## src/rtl/cdb_arbiter_if.sv

```systemverilog
// ============================================================================
// Module      : cdb_arbiter_if
// Description : Unit-side request/result bus and CDB broadcast bundle for the
//               CDB arbiter. Optional counters exist with CDB_BUSY_CNT_EN.
// Revision    : 1.0 - initial release
// ============================================================================
`default_nettype none

interface cdb_arbiter_if #(
    parameter int NUM_UNITS = 4,
    parameter int DATA_W    = 32,
    parameter int TAG_W     = 6
);
    logic [NUM_UNITS-1:0]        unit_rts;
    logic [NUM_UNITS*DATA_W-1:0] unit_data;
    logic [NUM_UNITS*TAG_W-1:0]  unit_source;
    logic [NUM_UNITS-1:0]        unit_write;

    logic [NUM_UNITS-1:0]        CDB_xmit;
    logic [DATA_W-1:0]           CDB_data;
    logic [TAG_W-1:0]            CDB_source;
    logic                        CDB_write;
    logic [2:0]                  grant_id;
    logic                        error;
`ifdef CDB_BUSY_CNT_EN
    logic [31:0]                 busy_cnt;
    logic [15:0]                 conflict_cnt;

    modport master (
        input  unit_rts, unit_data, unit_source, unit_write,
        output CDB_xmit, CDB_data, CDB_source, CDB_write, grant_id, error,
        output busy_cnt, conflict_cnt
    );
    modport slave (
        output unit_rts, unit_data, unit_source, unit_write,
        input  CDB_xmit, CDB_data, CDB_source, CDB_write, grant_id, error,
        input  busy_cnt, conflict_cnt
    );
`else
    modport master (
        input  unit_rts, unit_data, unit_source, unit_write,
        output CDB_xmit, CDB_data, CDB_source, CDB_write, grant_id, error
    );
    modport slave (
        output unit_rts, unit_data, unit_source, unit_write,
        input  CDB_xmit, CDB_data, CDB_source, CDB_write, grant_id, error
    );
`endif
endinterface

`default_nettype wire

```

## src/rtl/cdb_arbiter.sv

```systemverilog
// ============================================================================
// Module      : cdb_arbiter
// Description : Round-robin Common Data Bus arbiter with registered broadcast.
//               Optional busy/conflict counters enabled by CDB_BUSY_CNT_EN.
// Revision    : 1.0 - initial release
// ============================================================================
`default_nettype none

module cdb_arbiter #(
    parameter int NUM_UNITS = 4,
    parameter int DATA_W    = 32,
    parameter int TAG_W     = 6
) (
    input  wire logic     clock,
    input  wire logic     reset_n,
    cdb_arbiter_if.master bus
);

    typedef enum logic [0:0] {
        IDLE  = 1'b0,
        GRANT = 1'b1
    } state_t;

    state_t                 r_state;
    logic [2:0]             r_rr_ptr;
    logic [NUM_UNITS-1:0]   r_xmit;
    logic [DATA_W-1:0]      r_data;
    logic [TAG_W-1:0]       r_source;
    logic                   r_write;
    logic [2:0]             r_grant_id;
    logic                   r_error;

    logic [NUM_UNITS-1:0]   w_eligible;
    logic [2*NUM_UNITS-1:0] w_dbl;
    logic [NUM_UNITS-1:0]   w_rot;
    logic [2:0]             w_off;
    logic [3:0]             w_sum;
    logic [2:0]             w_winner;
    logic [2:0]             w_next_rr;
    logic                   w_hit;
    logic [NUM_UNITS-1:0]   w_grant_vec;
    logic [DATA_W-1:0]      w_cap_data;
    logic [TAG_W-1:0]       w_cap_source;
    logic                   w_gnt_write;
    logic                   w_spurious;

    // The unit holding the grant this cycle is masked out of the next pick.
    assign w_eligible = bus.unit_rts & ~r_xmit;
    assign w_hit      = |w_eligible;
    assign w_dbl      = {w_eligible, w_eligible};
    assign w_rot      = NUM_UNITS'(w_dbl >> r_rr_ptr);

    always_comb begin
        w_off = 3'd0;
        for (int k = NUM_UNITS - 1; k >= 0; k--) begin
            if (w_rot[k]) begin
                w_off = 3'(k);
            end
        end
    end

    assign w_sum       = {1'b0, r_rr_ptr} + {1'b0, w_off};
    assign w_winner    = (w_sum >= 4'(NUM_UNITS)) ? 3'(w_sum - 4'(NUM_UNITS)) : w_sum[2:0];
    assign w_next_rr   = (w_winner == 3'(NUM_UNITS - 1)) ? 3'd0 : w_winner + 3'd1;
    assign w_grant_vec = w_hit ? (NUM_UNITS'(1) << w_winner) : '0;

    // r_xmit is one-hot, so an AND-OR mux selects the granted lane.
    always_comb begin
        w_cap_data   = '0;
        w_cap_source = '0;
        for (int i = 0; i < NUM_UNITS; i++) begin
            if (r_xmit[i]) begin
                w_cap_data   = w_cap_data   | bus.unit_data[i*DATA_W +: DATA_W];
                w_cap_source = w_cap_source | bus.unit_source[i*TAG_W +: TAG_W];
            end
        end
    end

    assign w_gnt_write = |(bus.unit_write & r_xmit);
    assign w_spurious  = |(bus.unit_write & ~r_xmit);

    always_ff @(posedge clock or negedge reset_n) begin
        if (!reset_n) begin
            r_state    <= IDLE;
            r_rr_ptr   <= 3'd0;
            r_xmit     <= '0;
            r_data     <= '0;
            r_source   <= '0;
            r_write    <= 1'b0;
            r_grant_id <= 3'd0;
            r_error    <= 1'b0;
        end else begin
            r_write <= 1'b0;
            case (r_state)
                GRANT: begin
                    if (w_gnt_write) begin
                        r_write  <= 1'b1;
                        r_data   <= w_cap_data;
                        r_source <= w_cap_source;
                    end else begin
                        r_error  <= 1'b1;
                    end
                end
                default: ;
            endcase
            if (w_spurious) begin
                r_error <= 1'b1;
            end
            r_xmit <= w_grant_vec;
            if (w_hit) begin
                r_state    <= GRANT;
                r_grant_id <= w_winner;
                r_rr_ptr   <= w_next_rr;
            end else begin
                r_state    <= IDLE;
            end
        end
    end

    assign bus.CDB_xmit   = r_xmit;
    assign bus.CDB_data   = r_data;
    assign bus.CDB_source = r_source;
    assign bus.CDB_write  = r_write;
    assign bus.grant_id   = r_grant_id;
    assign bus.error      = r_error;

`ifdef CDB_BUSY_CNT_EN
    logic [31:0] r_busy_cnt;
    logic [15:0] r_conflict_cnt;
    logic        w_multi;

    // Non-zero when more than one bit is set: at least one request loses.
    assign w_multi = |(w_eligible & (w_eligible - NUM_UNITS'(1)));

    always_ff @(posedge clock or negedge reset_n) begin
        if (!reset_n) begin
            r_busy_cnt     <= 32'd0;
            r_conflict_cnt <= 16'd0;
        end else begin
            if (r_write && (r_busy_cnt != 32'hFFFF_FFFF)) begin
                r_busy_cnt <= r_busy_cnt + 32'd1;
            end
            if (w_multi && (r_conflict_cnt != 16'hFFFF)) begin
                r_conflict_cnt <= r_conflict_cnt + 16'd1;
            end
        end
    end

    assign bus.busy_cnt     = r_busy_cnt;
    assign bus.conflict_cnt = r_conflict_cnt;
`endif

endmodule

`default_nettype wire
```

## src/flat_wrapper.sv

```systemverilog
// flat-port wrapper written by rule: the top's interface ports become plain ports
module cdb_arbiter_flat 
#(
    parameter int NUM_UNITS = 4,
    parameter int DATA_W    = 32,
    parameter int TAG_W     = 6
)
  (clock, reset_n, bus_unit_rts, bus_unit_data, bus_unit_source, bus_unit_write, bus_CDB_xmit, bus_CDB_data, bus_CDB_source, bus_CDB_write, bus_grant_id, bus_error);
  cdb_arbiter_if #(.NUM_UNITS(NUM_UNITS), .DATA_W(DATA_W), .TAG_W(TAG_W)) bus_i ();
  input  wire logic clock;
  input  wire logic reset_n;
  input wire logic [$bits(bus_i.unit_rts)-1:0] bus_unit_rts;
  input wire logic [$bits(bus_i.unit_data)-1:0] bus_unit_data;
  input wire logic [$bits(bus_i.unit_source)-1:0] bus_unit_source;
  input wire logic [$bits(bus_i.unit_write)-1:0] bus_unit_write;
  output wire logic [$bits(bus_i.CDB_xmit)-1:0] bus_CDB_xmit;
  output wire logic [$bits(bus_i.CDB_data)-1:0] bus_CDB_data;
  output wire logic [$bits(bus_i.CDB_source)-1:0] bus_CDB_source;
  output wire logic [$bits(bus_i.CDB_write)-1:0] bus_CDB_write;
  output wire logic [$bits(bus_i.grant_id)-1:0] bus_grant_id;
  output wire logic [$bits(bus_i.error)-1:0] bus_error;
  assign bus_i.unit_rts = bus_unit_rts;
  assign bus_i.unit_data = bus_unit_data;
  assign bus_i.unit_source = bus_unit_source;
  assign bus_i.unit_write = bus_unit_write;
  assign bus_CDB_xmit = bus_i.CDB_xmit;
  assign bus_CDB_data = bus_i.CDB_data;
  assign bus_CDB_source = bus_i.CDB_source;
  assign bus_CDB_write = bus_i.CDB_write;
  assign bus_grant_id = bus_i.grant_id;
  assign bus_error = bus_i.error;
  cdb_arbiter #(.NUM_UNITS(NUM_UNITS), .DATA_W(DATA_W), .TAG_W(TAG_W)) u_core (.clock(clock), .reset_n(reset_n), .bus(bus_i));
endmodule
```

## config.mk

```make
export PLATFORM = sky130hd
export DESIGN_NAME = cdb_arbiter_flat
export DESIGN_NICKNAME = d
export VERILOG_FILES = /design/src/rtl/cdb_arbiter_if.sv /design/src/rtl/cdb_arbiter.sv /design/src/flat_wrapper.sv
export SDC_FILE = /design/constraint.sdc
export NUM_CORES = 1
export LEC_CHECK = 0
export CORE_AREA = 2 2 110 112
export DETAILED_ROUTE_END_ITERATION = 6
export DIE_AREA = 0 0 112 114
export GPL_TIMING_DRIVEN = 0
export HOLD_SLACK_MARGIN = 0.03
export PLACE_DENSITY_LB_ADDON = 0.15
export SYNTH_ARGS = -nofsm -noshare
export SYNTH_HDL_FRONTEND = slang
export SYNTH_SLANG_ARGS = --single-unit
```

## constraint.sdc

```tcl
create_clock -name clock -period 3.3 [get_ports clock]
set_input_delay 0.33 -clock clock [delete_from_list [all_inputs] [get_ports clock]]
set_output_delay 0.33 -clock clock [all_outputs]
set_load 0.03 [all_outputs]
```

==> results.toml, run 1 <==
[run_status]
status = "finished clean"

[cts]
cts_tree = "yes"
path_clk_slew_ns = 0.07
cts_buffers = 5
root_buffer = "clkbuf_16"
cts_resized = 0
clock_latency_ns = 0.29
cts_sinks = 51
htreeDepth = 2
cts_buffer_depth = 2

[routing]
via_count = 3261
drtAntennaViolNets = 0
via_per_inst = 4.99
post_drt_wl_per_cell_um = 19.3
drcViolationCount = 0
routed_wirelength_um = 12600
drt-pass1-iter-count = 4
drtIter0Drc = 102

[logic_synthesis]
ys_seq_area_share_pct = 45.0
synth-edff-count = 0
ys_types = 31
ys.flop_type = "dfrtp_1"
ys_ff_latch = 51
synth_most_common_cell = "dfrtp_1"
ys_top_cells_by_count = "dfrtp_1 (51), nand2_1 (42), a22o_1 (40), a221oi_1 (38), o21ai_0 (32)"
netlist_area_mm2 = 0.00284
synth_nets = 458
synth.area.top_cells = "dfrtp_1 (45%), a22o_1 (12%), a221oi_1 (12%)"
synth_area_per_cell_um2 = 9.82
netlist.area_leader.share_pct = 45.0
yosysWarnings = 0
syn_inst = 289
async_flop_share_pct = 100
yosysTopAreaCell = "dfrtp_1"

[sta]
clock.fmax_mhz = 366
fin_setup_tns_ns = 0
finalCritPeriodShare_pct = 82.7
whs_ns = 0.479
period_minus_slack_ns = 2.73
final-max-slew-violation-count = 0
relSlewSlack_pct = 48.9
finalSetupViolCount = 0
rsz0062_at_grt = "false"
timing.final.ws_setup_ns = 0.570
worstMarginPinSlew_ns = 0.767
hold_viol = 0
finClkSkew_ns = 0.00320

[worst_setup_path]
end_kind = "register"
worstPathRequired_ns = 3.47
cp.arrival_ns = 2.90
critical_path.max_fanout = 6
critPathLaunchType = "register"
crit_type = "reg -> reg"

[flow_run]
max_cap_viol_count = 0

[finish]
final.fill_count = 1172
n_antenna_cell = 0
finalNetCount = 675
multi_input_area_mm2 = 0.00141
regArea_mm2 = 0.00128
synthToLayoutAreaGrowth_pct = 86.3
drive_above_1_share_pct = 5.34
postLayoutCellArea_mm2 = 0.00529

[die]
die_area_mm2 = 0.0128
die_h_um = 114
core_mm2 = 0.0117
pin_count = 209
die_w_um = 112
rows = 40
initial_core_util_pct = 24.2

[pwr]
power.switching_uw = 1950
fin_total_pwr_uw = 4400
p_int_uw = 2450
pwr-share-clk_pct = 13.1
peakVddDrop_mv = 0.384
p_leak_uw = 0.00212
sw_frac_of_total_pct = 44.3
seqPwrFrac_pct = 24.4
power_frac_comb_pct = 62.5
power_density_mw_per_mm2 = 833

[place]
port_buffers = 208
hpwlAfterDp_um = 9760
placed_area_mm2 = 0.00512
routabilityCongestion = 0.799
pre_cts_ws_ns = 0.301

[hold_path]
hold_class = "reg -> reg"

[global_route]
antenna_found_initial = 0
grt_pass1_wl_um = 19100
grt_pass1_vias = 3324
grt.total_usage_pct = 19.5
grt_overflow = 0
grt_start_max_net_pins = 34
-- layout by cell type (no fill, tap or decap), types with 2 or more instances in the layout --
cell,instances
buf_2,8
ha_1,6
o21ai_0,32
clkdlybuf4s50_1,207
o21ai_1,11
and2_1,4
clkbuf_1,15
a221oi_1,38
a21oi_1,3
clkbuf_16,5
o22ai_1,2
inv_1,10
nand2b_4,2
nand2b_1,3
mux2_2,4
dfrtp_1,51
nor2_1,3
buf_4,4
a22o_1,40
nand2_1,42
-- metrics by stage --
stage | cells | utilization (%)
after global routing | 653 | 45.1
final | 653 | 45.1
after floorplan | 289 | -
after CTS | 653 | 45.1
after detailed placement | 645 | 43.7
after global placement | 644 | 43.6
-- critical path: stages (launching register included) --
cell,delay [ns]
dfrtp_1,0.46
nand2b_1,0.21
mux2i_1,0.29
o21ai_0,0.12
o2bb2ai_1,0.14
ha_1,0.24
fa_1,0.63
ha_1,0.21
o21ai_0,0.12
nand3b_1,0.11
o21ai_0,0.08
-- path summary, 6_finish.rpt --
| kind | from | end | slack (ns) | depth (start not counted) |
|---|---|---|---|---|
| worst max-delay path | u_core.bus.CDB_xmit[3]$_DFF_PN0_ | u_core.r_rr_ptr[1]$_DFFE_PN0N_ | 0.57 | 10 |
| worst min-delay path | u_core.bus.CDB_data[28]$_DFFE_PN0P_ | u_core.bus.CDB_data[28]$_DFFE_PN0P_ | 0.48 | 2 |
| worst max register to register | u_core.bus.CDB_xmit[3]$_DFF_PN0_ | u_core.r_rr_ptr[1]$_DFFE_PN0N_ | 0.57 | 10 |
| worst min register to register | u_core.bus.CDB_data[28]$_DFFE_PN0P_ | u_core.bus.CDB_data[28]$_DFFE_PN0P_ | 0.48 | 2 |
| max in group asynchronous | reset_n | u_core.r_rr_ptr[0]$_DFFE_PN0N_ | 2.22 | 3 |
| min in group asynchronous | reset_n | u_core.bus.CDB_source[2]$_DFFE_PN0P_ | 0.53 | 2 |
-- kinds of logic (layout without fill, tap and decap cells) --
| logic type | count (synthesis) | in the layout | synth area share [%] |
|---|---|---|---|
| flops | 51 | 51 | 45.0 |
| compound gates | 133 | 133 | 34.9 |
| fa+ha+maj | 7 | 7 | 3.35 |
| mux | 5 | 5 | 1.94 |
| buf+inv | 35 | 252 | 5.47 |
| simple gates | 58 | 58 | 9.35 |
-- layer usage --
layer,share of wire [%],wire [um],vias up,global-route usage [%]
li1,-,-,1545,-
met1,41,5130,1553,23.7
met2,50,6320,146,34.9
met3,7.2,901,17,4.41
met4,1.8,222,0,5.12
met5,0,0,-,0
-- registers in the layout, indices dropped and copies added (netlist names) --
| signal | cells |
|---|---|
| u_core.bus.error | 1 |
| u_core.bus.CDB_source | 6 |
| u_core.bus.CDB_xmit | 4 |
| u_core.r_state | 1 |
| u_core.bus.CDB_write | 1 |
| u_core.bus.CDB_data | 32 |
| u_core.r_rr_ptr | 3 |
| u_core.bus.grant_id | 3 |
-- final cells by class --
class                           count  share of cell area [%]
Buffer                             25                    2.22
Clock buffer                        6                    2.44
Clock inverter                      1                   0.568
Inverter                           10                   0.710
Multi-Input combinational cell    203                    26.6
Sequential cell                    51                    24.1
Tap cell                          147                    3.48
Timing Repair Buffer              210                    39.8
-- timing repair --
item,CTS,global route
hold buffers,1,0
setup buffers,0,0
endpoints found under the hold margin,18,0
-- power by group through the flow --
stage	sequential, uW	clock (uW)	combinational [uW]
floorplan	1510	0	1190
global placement	1080	0	2750
detailed placement	1090	0	2790
CTS	1080	588	2800
global route	1120	625	3010
finish	1070	576	2750
Note: power is estimated with default switching activity, not from simulation.
==> run 2: changes to the inputs <==
Clock period 3.3 ns to 2.57 ns, I/O delays scaled along.
==> results.toml, run 2 (same netlist as run 1, synthesis figures left out) <==
[sta]
hold_viol = 0
finalCritPeriodShare_pct = 98.6
timing.final.ws_setup_ns = 0.0351
finalSetupViolCount = 0
clock.fmax_mhz = 394
whs_ns = 0.444
relSlewSlack_pct = 48.4
worstMarginPinSlew_ns = 0.774
period_minus_slack_ns = 2.53
final-max-slew-violation-count = 0
rsz0062_at_grt = "true"
finClkSkew_ns = 0.0103

[cts]
clock_latency_ns = 0.29
cts_buffer_depth = 2
cts_buffers = 5
root_buffer = "clkbuf_16"
htreeDepth = 2
path_clk_slew_ns = 0.07
cts_tree = "yes"
cts_sinks = 51

[global_route]
grt_start_max_net_pins = 36
grt.total_usage_pct = 19.3
grt_pass1_vias = 3237
antenna_found_initial = 0
grt_pass1_wl_um = 19100
grt_overflow = 0

[worst_setup_path]
ff2ff_path_depth = 10
cp-endpoint = "u_core.bus.CDB_xmit[1]$_DFF_PN0_"
end_kind = "register"
crit_type = "reg -> reg"
crit_start = "u_core.bus.CDB_xmit[0]$_DFF_PN0_"
critPathLaunchType = "register"
cp.arrival_ns = 2.72
critical_path.max_fanout = 4
worstPathRequired_ns = 2.75
rrSetupSlack_ns = 0.04
rr_endpoint = "u_core.bus.CDB_xmit[1]$_DFF_PN0_"
r2r_start = "u_core.bus.CDB_xmit[0]$_DFF_PN0_"

[finish]
mostFrequentLayoutCells = "clkdlybuf4s50_1 (207), dfrtp_1 (46), nand2_1 (42)"
final.fill_count = 1117
n_antenna_cell = 0
postLayoutCellArea_mm2 = 0.00548
drive_above_1_share_pct = 11.4
layout_commonest_cell = "clkdlybuf4s50_1"
largest_reg_flops = 32
synthToLayoutAreaGrowth_pct = 93.2
layoutNonFillerInstCount = 665
finalNetCount = 686

[die]
die_w_um = 112
die_h_um = 114
core_mm2 = 0.0117
pin_count = 209
initial_core_util_pct = 24.2
rows = 40
die_area_mm2 = 0.0128

[routing]
via_per_inst = 4.95
routed_wirelength_um = 12900
drtAntennaViolNets = 0
post_drt_wl_per_cell_um = 19.4
drtIter0Drc = 106
drt-pass1-iter-count = 4
via_count = 3293
drcViolationCount = 0

[pwr]
power_density_mw_per_mm2 = 1120
fin_total_pwr_uw = 6110
peakVddDrop_mv = 0.557
p_leak_uw = 0.00219

[hold_path]
hold_class = "in -> async"

[place]
routabilityCongestion = 0.773
placed_area_mm2 = 0.00512
port_buffers = 208
hpwlAfterDp_um = 9770
pre_cts_ws_ns = -0.367
dp_cells = 645

[flow_run]
max_cap_viol_count = 0

[run_status]
status = "finished clean"
==> run 2: changes by cell type in the layout (fill, tap and decap cells not counted), sizes merged <==
cell    before  now
buf         13   24
clkbuf      20   21
==> run 2: layer usage <==
layer | global-route usage (%) | wire length (um)
met1 | 23.2 | 5310
met5 | 0 | 0
met2 | 36.0 | 6650
met3 | 4.41 | 871
met4 | 3.17 | 77
==> run 2: metrics by stage <==
| step | TNS (ns) | utilization (%) |
|---|---|---|
| 2_1_floorplan | 0 | - |
| 3_3_place_gp | -20.36 | 43.6 |
| 3_5_place_dp | -1.72 | 43.7 |
| 4_1_cts | -0.00621 | 45.9 |
| 5_1_grt | -0.0932 | 46.8 |
| 6_report | 0 | 46.8 |
==> run 2: worst min path at each step <==
| stage | start | endpoint |
|---|---|---|
| finish | reset_n | u_core.bus.CDB_source[2]$_DFFE_PN0P_ |
| CTS | reset_n | u_core.bus.CDB_source[2]$_DFFE_PN0P_ |
| global placement | u_core.bus.CDB_data[28]$_DFFE_PN0P_ | u_core.bus.CDB_data[28]$_DFFE_PN0P_ |
| global route | reset_n | u_core.bus.CDB_source[2]$_DFFE_PN0P_ |
| floorplan | reset_n | u_core.bus.CDB_data[0]$_DFFE_PN0P_ |
| detailed placement | reset_n | u_core.bus.CDB_source[2]$_DFFE_PN0P_ |
==> run 2: worst max-delay path: stages, from the launching register on <==
cell,delay (ns)
dfrtp_2,0.42
nand2b_4,0.15
mux2_4,0.28
nor2b_1,0.13
o2bb2ai_1,0.13
ha_2,0.21
fa_2,0.66
buf_6,0.13
inv_4,0.03
ha_2,0.16
and2_4,0.12
==> run 2: report_power, final <==
part	internal (uW)	switching, uW	total (uW)
registers	1160	209	1370
logic	1820	2190	4010
clock network	461	281	741
==> run 2: what timing repair did <==
item,4_1_cts,5_1_grt
hold buffers,1,0
setup buffers,6,5
resized for setup,11,16
pin swaps,5,4
endpoints found under the setup margin,4,7
hold endpoints to repair,16,0
==> run 2: final cells by class <==
type	count	area, um2	area share, %
inverters	10	40.0	0.730
multi-input cells	203	1500	27.4
plain buffers	25	118	2.15
clock buffers	7	133	2.42
clock inverters	1	30.0	0.548
well taps	147	184	3.36
repair buffers	221	2190	40.0
flip-flops and latches	51	1280	23.4
==> run 3: changes to the inputs <==
Clock period 2.57 ns to 2.4 ns, I/O delays scaled along.
==> results.toml, run 3 (same netlist as run 1, synthesis figures left out) <==
[cts]
cts_sinks = 51
cts_buffer_depth = 2
cts_buffers = 5
clock_latency_ns = 0.29
path_clk_slew_ns = 0.07
htreeDepth = 2
root_buffer = "clkbuf_16"
cts_tree = "yes"

[pwr]
p_int_uw = 3590
power_frac_comb_pct = 66.8
power_density_mw_per_mm2 = 1180
fin_total_pwr_uw = 6470
peakVddDrop_mv = 0.615
sw_frac_of_total_pct = 44.5
seqPwrFrac_pct = 22.6
p_leak_uw = 0.00217
pwr-share-clk_pct = 10.6
power.switching_uw = 2880

[routing]
drtIter0Drc = 160
post_drt_wl_per_cell_um = 19.3
drt-pass1-iter-count = 4
via_count = 3294
via_per_inst = 4.97
routed_wirelength_um = 12800
drtAntennaViolNets = 0
drcViolationCount = 0

[place]
placed_area_mm2 = 0.00514
dp_cells = 645
routabilityCongestion = 0.776
port_buffers = 208
hpwlAfterDp_um = 9690

[die]
pin_count = 209
die_area_mm2 = 0.0128
rows = 40
die_h_um = 114
die_w_um = 112
core_mm2 = 0.0117
initial_core_util_pct = 24.2

[worst_setup_path]
crit_type = "reg -> reg"
critPathLaunchType = "register"
rrSetupSlack_ns = -0.17
crit_slowest_cell = "fa_2"
cp.arrival_ns = 2.74
critical_path.max_fanout = 3
ff2ff_path_depth = 8
rr_endpoint = "u_core.r_rr_ptr[1]$_DFFE_PN0N_"
max_stage_delay_ns = 0.54
path_cells = "nand2b_4, mux2_4, a211o_1, o31ai_4, fa_2, ha_4, nand3b_1, o21ai_1"
crit_buf_inv = 0
cpLargestDelayFamily = "adder cells"
worstPathRequired_ns = 2.57
end_kind = "register"
path_depth = 8
r2r_start = "u_core.bus.CDB_xmit[1]$_DFF_PN0_"

[finish]
finalNetCount = 684
mostFrequentLayoutCells = "clkdlybuf4s50_1 (207), dfrtp_1 (46), nand2_1 (42)"
postLayoutCellArea_mm2 = 0.00547
layoutNonFillerInstCount = 663
final.fill_count = 1175
largest_reg_flops = 32
synthToLayoutAreaGrowth_pct = 92.7
layout_commonest_cell = "clkdlybuf4s50_1"
n_antenna_cell = 0
drive_above_1_share_pct = 11.6

[global_route]
grt_start_max_net_pins = 39
grt.total_usage_pct = 19.2
grt_overflow = 0
grt_pass1_vias = 3324
grt_pass1_wl_um = 19000
antenna_found_initial = 0

[hold_path]
hold_class = "in -> async"

[sta]
finalCritPeriodShare_pct = 107
rsz0062_at_grt = "true"
period_minus_slack_ns = 2.57
hold_viol = 0
finClkSkew_ns = 0.00679
timing.final.ws_setup_ns = -0.170
clock.fmax_mhz = 389
final-max-slew-violation-count = 0
finalSetupViolCount = 7
worstMarginPinSlew_ns = 0.675
relSlewSlack_pct = 55.0

[flow_run]
max_cap_viol_count = 0

[run_status]
failed_checks = "setup timing"
status = "finished, violations left"
[run 3: changes by cell type in the layout (fill, tap and decap cells not counted)]
| cell | before | now |
|---|---|---|
| o21ai_2 | 2 | 3 |
| nor2b_1 | 1 | 0 |
| nor2b_4 | 0 | 1 |
| o21ai_1 | 13 | 12 |
| o2bb2ai_1 | 1 | 0 |
| bufinv_16 | 1 | 0 |
| ha_4 | 2 | 3 |
| ha_2 | 3 | 2 |
| o2bb2ai_2 | 0 | 1 |
| buf_4 | 14 | 12 |
| clkinv_2 | 0 | 1 |
[run 3: area by class of cell]
class                           count  area, um2  area share (%)
Timing Repair Buffer              219       2180            39.8
Sequential cell                    51       1280            23.4
Clock inverter                      1       5.00          0.0915
Clock buffer                        7        133            2.43
Tap cell                          147        184            3.36
Multi-Input combinational cell    203       1530            28.0
Inverter                           10       40.0           0.732
Buffer                             25        118            2.15
[run 3: worst max-delay path by stage]
stage	startpoint	endpoint
5_1_grt	u_core.bus.CDB_xmit[1]$_DFF_PN0_	u_core.r_rr_ptr[1]$_DFFE_PN0N_
3_3_place_gp	reset_n	u_core.bus.CDB_xmit[3]$_DFF_PN0_
3_5_place_dp	bus_unit_rts[3]	u_core.r_rr_ptr[1]$_DFFE_PN0N_
6_report	u_core.bus.CDB_xmit[1]$_DFF_PN0_	u_core.r_rr_ptr[1]$_DFFE_PN0N_
4_1_cts	u_core.bus.CDB_xmit[1]$_DFF_PN0_	u_core.r_rr_ptr[1]$_DFFE_PN0N_
2_1_floorplan	u_core.bus.CDB_xmit[0]$_DFF_PN0_	u_core.r_rr_ptr[1]$_DFFE_PN0N_
[run 3: routing by layer]
| metal | GRT usage [%] | vias to the layer above | part of all wire [%] |
|---|---|---|---|
| li1 | - | 1567 | - |
| met1 | 24.3 | 1597 | 41 |
| met2 | 34.2 | 124 | 52 |
| met3 | 3.77 | 6 | 5.7 |
| met4 | 3.74 | 0 | 0.84 |
| met5 | 0 | - | 0 |
[run 3: what timing repair did]
action / CTS / global route
setup endpoints to repair: 8 / 8
pin swaps: 1 / 5
gates resized for setup: 12 / 15
hold buffers: 1 / 0
setup buffers: 5 / 4
hold endpoints to repair: 13 / 0
[run 3: power groups by stage]
stage,combinational (uW),sequential (uW),clock [uW]
3_3_place_gp,3810,1480,0
5_1_grt,4680,1510,733
4_1_cts,4030,1460,702
2_1_floorplan,1660,2090,0
6_report,4330,1460,685
3_5_place_dp,3840,1500,0
[run 3: stage by stage]
stage                     util, %  hold WS (ns)  TNS, ns  setup slack (ns)
final                        46.7         0.391   -0.683            -0.170
after global placement       43.8         0.466   -30.94            -0.755
after detailed placement     43.9         0.172    -2.41            -0.415
after CTS                    45.8         0.409   -0.415            -0.141
after floorplan                 -       -0.0556   -0.186           -0.0975
after global routing         46.7         0.422    -1.13            -0.233
==> variant, RTL diff (flow settings as in run 3) <==
`TAG_W` is set to 6 in 3 places; all go to 8.
--- a/src/rtl/cdb_arbiter_if.sv
+++ b/src/rtl/cdb_arbiter_if.sv
@@ -11,3 +11,3 @@
     parameter int DATA_W    = 32,
-    parameter int TAG_W     = 6
+    parameter int TAG_W     = 8
 );
--- a/src/rtl/cdb_arbiter.sv
+++ b/src/rtl/cdb_arbiter.sv
@@ -11,3 +11,3 @@
     parameter int DATA_W    = 32,
-    parameter int TAG_W     = 6
+    parameter int TAG_W     = 8
 ) (
--- a/src/flat_wrapper.sv
+++ b/src/flat_wrapper.sv
@@ -5,3 +5,3 @@
     parameter int DATA_W    = 32,
-    parameter int TAG_W     = 6
+    parameter int TAG_W     = 8
 )
Interface: changed (resized bus_CDB_source and bus_unit_source); port bits go from 209 to 219. No check against the original RTL was run, so the function may have changed too.
==> variant against run 3 <==
  * The flow still finishes with violations (negative setup slack)
  * Power increased by 9.1%
  * Count of clock-buffer cells in the layout fell by 2
  * Critical endpoint unchanged
  * Sequential power increased by 3%
  * Clock skew decreased by 0.0011 ns
  * Largest power group unchanged
  * Final area grew 5.8%
  * Sequential cell count increased by 2
  * Non-clock buffer count grew 15
  * Via count up 3.6%
  * Sequential share of layout area shrank 0.43 points
  * Worst setup slack improved by 0.023 ns
  * Area after synthesis increased by 4.5%
  * Wire length fell by 1.6%
==> variant: results (changes against run 3) <==
<table>
<tr><th>Metric</th><th>Value</th></tr>
<tr><th colspan="2">Outcome</th></tr>
<tr><td>Status</td><td>finished with violations</td></tr>
<tr><td>Violations in the final reports</td><td>negative setup slack</td></tr>
<tr><th colspan="2">Timing</th></tr>
<tr><td>Final worst-path setup slack</td><td>-0.1472 ns (+0.02326 ns)</td></tr>
<tr><td>Worst hold margin</td><td>0.4794 ns (+0.08856 ns)</td></tr>
<tr><td>Total setup violations reported at the end of the flow</td><td>8 (+1)</td></tr>
<tr><td>Final worst clock skew</td><td>0.005723 ns (-0.001063 ns)</td></tr>
<tr><td>Total Neg Setup Slack</td><td>-0.5746 ns (+0.1081 ns)</td></tr>
<tr><th colspan="2">Synthesis</th></tr>
<tr><td>Leading post-synthesis cells by instance count</td><td>53 x sky130_fd_sc_hd__dfrtp_1, 44 x sky130_fd_sc_hd__nand2_1, 42 x sky130_fd_sc_hd__a22o_1, 40 x sky130_fd_sc_hd__a221oi_1, 35 x sky130_fd_sc_hd__o21ai_0</td></tr>
<tr><td>Syn Nets</td><td>480 (+4.8%)</td></tr>
<tr><td>Post-synthesis instance total</td><td>303 (+4.8%)</td></tr>
<tr><th colspan="2">Layout</th></tr>
<tr><td>Layout cell share with drive strength beyond 1</td><td>12.38% (+0.76 points)</td></tr>
<tr><td>Final net count</td><td>717 (+4.8%)</td></tr>
<tr><td>Area occupied by multi-input gates</td><td>1613 sq um (+5.5%)</td></tr>
<tr><td>Number of standard cells in the final layout excluding fillers</td><td>688 (+3.8%)</td></tr>
<tr><th colspan="2">Global routing</th></tr>
<tr><td>Met3 Usage GRT</td><td>4.995% (+1.2 points)</td></tr>
<tr><td>Maximum number of pins on one net before global-route repair</td><td>31 (-21%)</td></tr>
<tr><th colspan="2">Detailed routing</th></tr>
<tr><td>Routed len/inst</td><td>18.27 um (-5.2%)</td></tr>
<tr><td>Met2 wire len</td><td>6352 um (-4.4%)</td></tr>
<tr><td>Met3 routed WL</td><td>828 um (+14%)</td></tr>
<tr><td>Met1 wire length</td><td>5219 um (-1.6%)</td></tr>
<tr><th colspan="2">Worst hold path</th></tr>
<tr><td>Worst min path class</td><td>flop to flop</td></tr>
<tr><th colspan="2">Place</th></tr>
<tr><td>Routability-driven placement congestion ratio</td><td>0.7831 (+0.89%)</td></tr>
<tr><td>Placed insts</td><td>669 (+3.7%)</td></tr>
<tr><td>I/O Buffers</td><td>218 (+4.8%)</td></tr>
<tr><td>DP Worst Slack</td><td>-0.4884 ns (-0.07291 ns)</td></tr>
<tr><th colspan="2">Critical path</th></tr>
<tr><td>Worst-case register-to-register setup slack</td><td>-0.15 ns (+0.02 ns)</td></tr>
<tr><td>Arrival @ worst endpoint</td><td>2.72 ns (-0.02 ns)</td></tr>
</table>
==> variant: cell count changes in the layout (fill, tap and decap cells not counted), sizes merged <==
cell,change
clkdlybuf4s50,+10
buf,+3
a221oi,+2
a22o,+2
bufinv,+2
dfrtp,+2
nand2,+2
o21ai,+2
==> variant: worst max-delay path, delay by kind of cell, from the launching register on <==
kind | cells | cell delay (ns)
AOI/OAI and AO/OA | 3 | 0.63
adders and majority gates | 2 | 0.84
DFF | 1 | 0.42
muxes | 1 | 0.28
and+or+nand+nor | 2 | 0.26
==> variant: kinds of logic after synthesis <==
| logic type | count (synthesis) | share of synthesized area (%) |
|---|---|---|
| AO/OA/AOI/OAI | 139 | 34.95 |
| adder cells (fa/ha/maj) | 7 | 3.208 |
| flip-flops | 53 | 44.74 |
| buffers and inverters | 39 | 5.910 |
| AND/OR/NAND/NOR | 60 | 9.202 |
| multiplexers | 5 | 1.984 |
==> variant: timing repair <==
| action | in CTS | in global routing |
|---|---|---|
| hold buffers | 1 | 0 |
| endpoints found under the setup margin | 9 | 9 |
| pin swaps | 6 | 8 |
| hold endpoints to repair | 2 | 0 |
| setup buffers | 11 | 3 |
| resized for setup | 19 | 15 |
==> variant: area by class of cell <==
| type | instances | area share, % |
|---|---|---|
| buffer | 25 | 1.816 |
| clock buffer | 5 | 2.162 |
| clock inverter | 3 | 1.124 |
| inverter | 10 | 0.6917 |
| multi-input combinational | 211 | 27.86 |
| sequential | 53 | 23.02 |
| tap | 147 | 3.178 |
| timing repair buffer | 234 | 40.14 |
==> variant: report_power, final <==
part	leakage [nW]	total [mW]	internal, mW	switching [mW]
logic	1.54	4.63	2.16	2.47
registers	0.661	1.51	1.29	0.224
clock network	0.0938	0.922	0.596	0.326
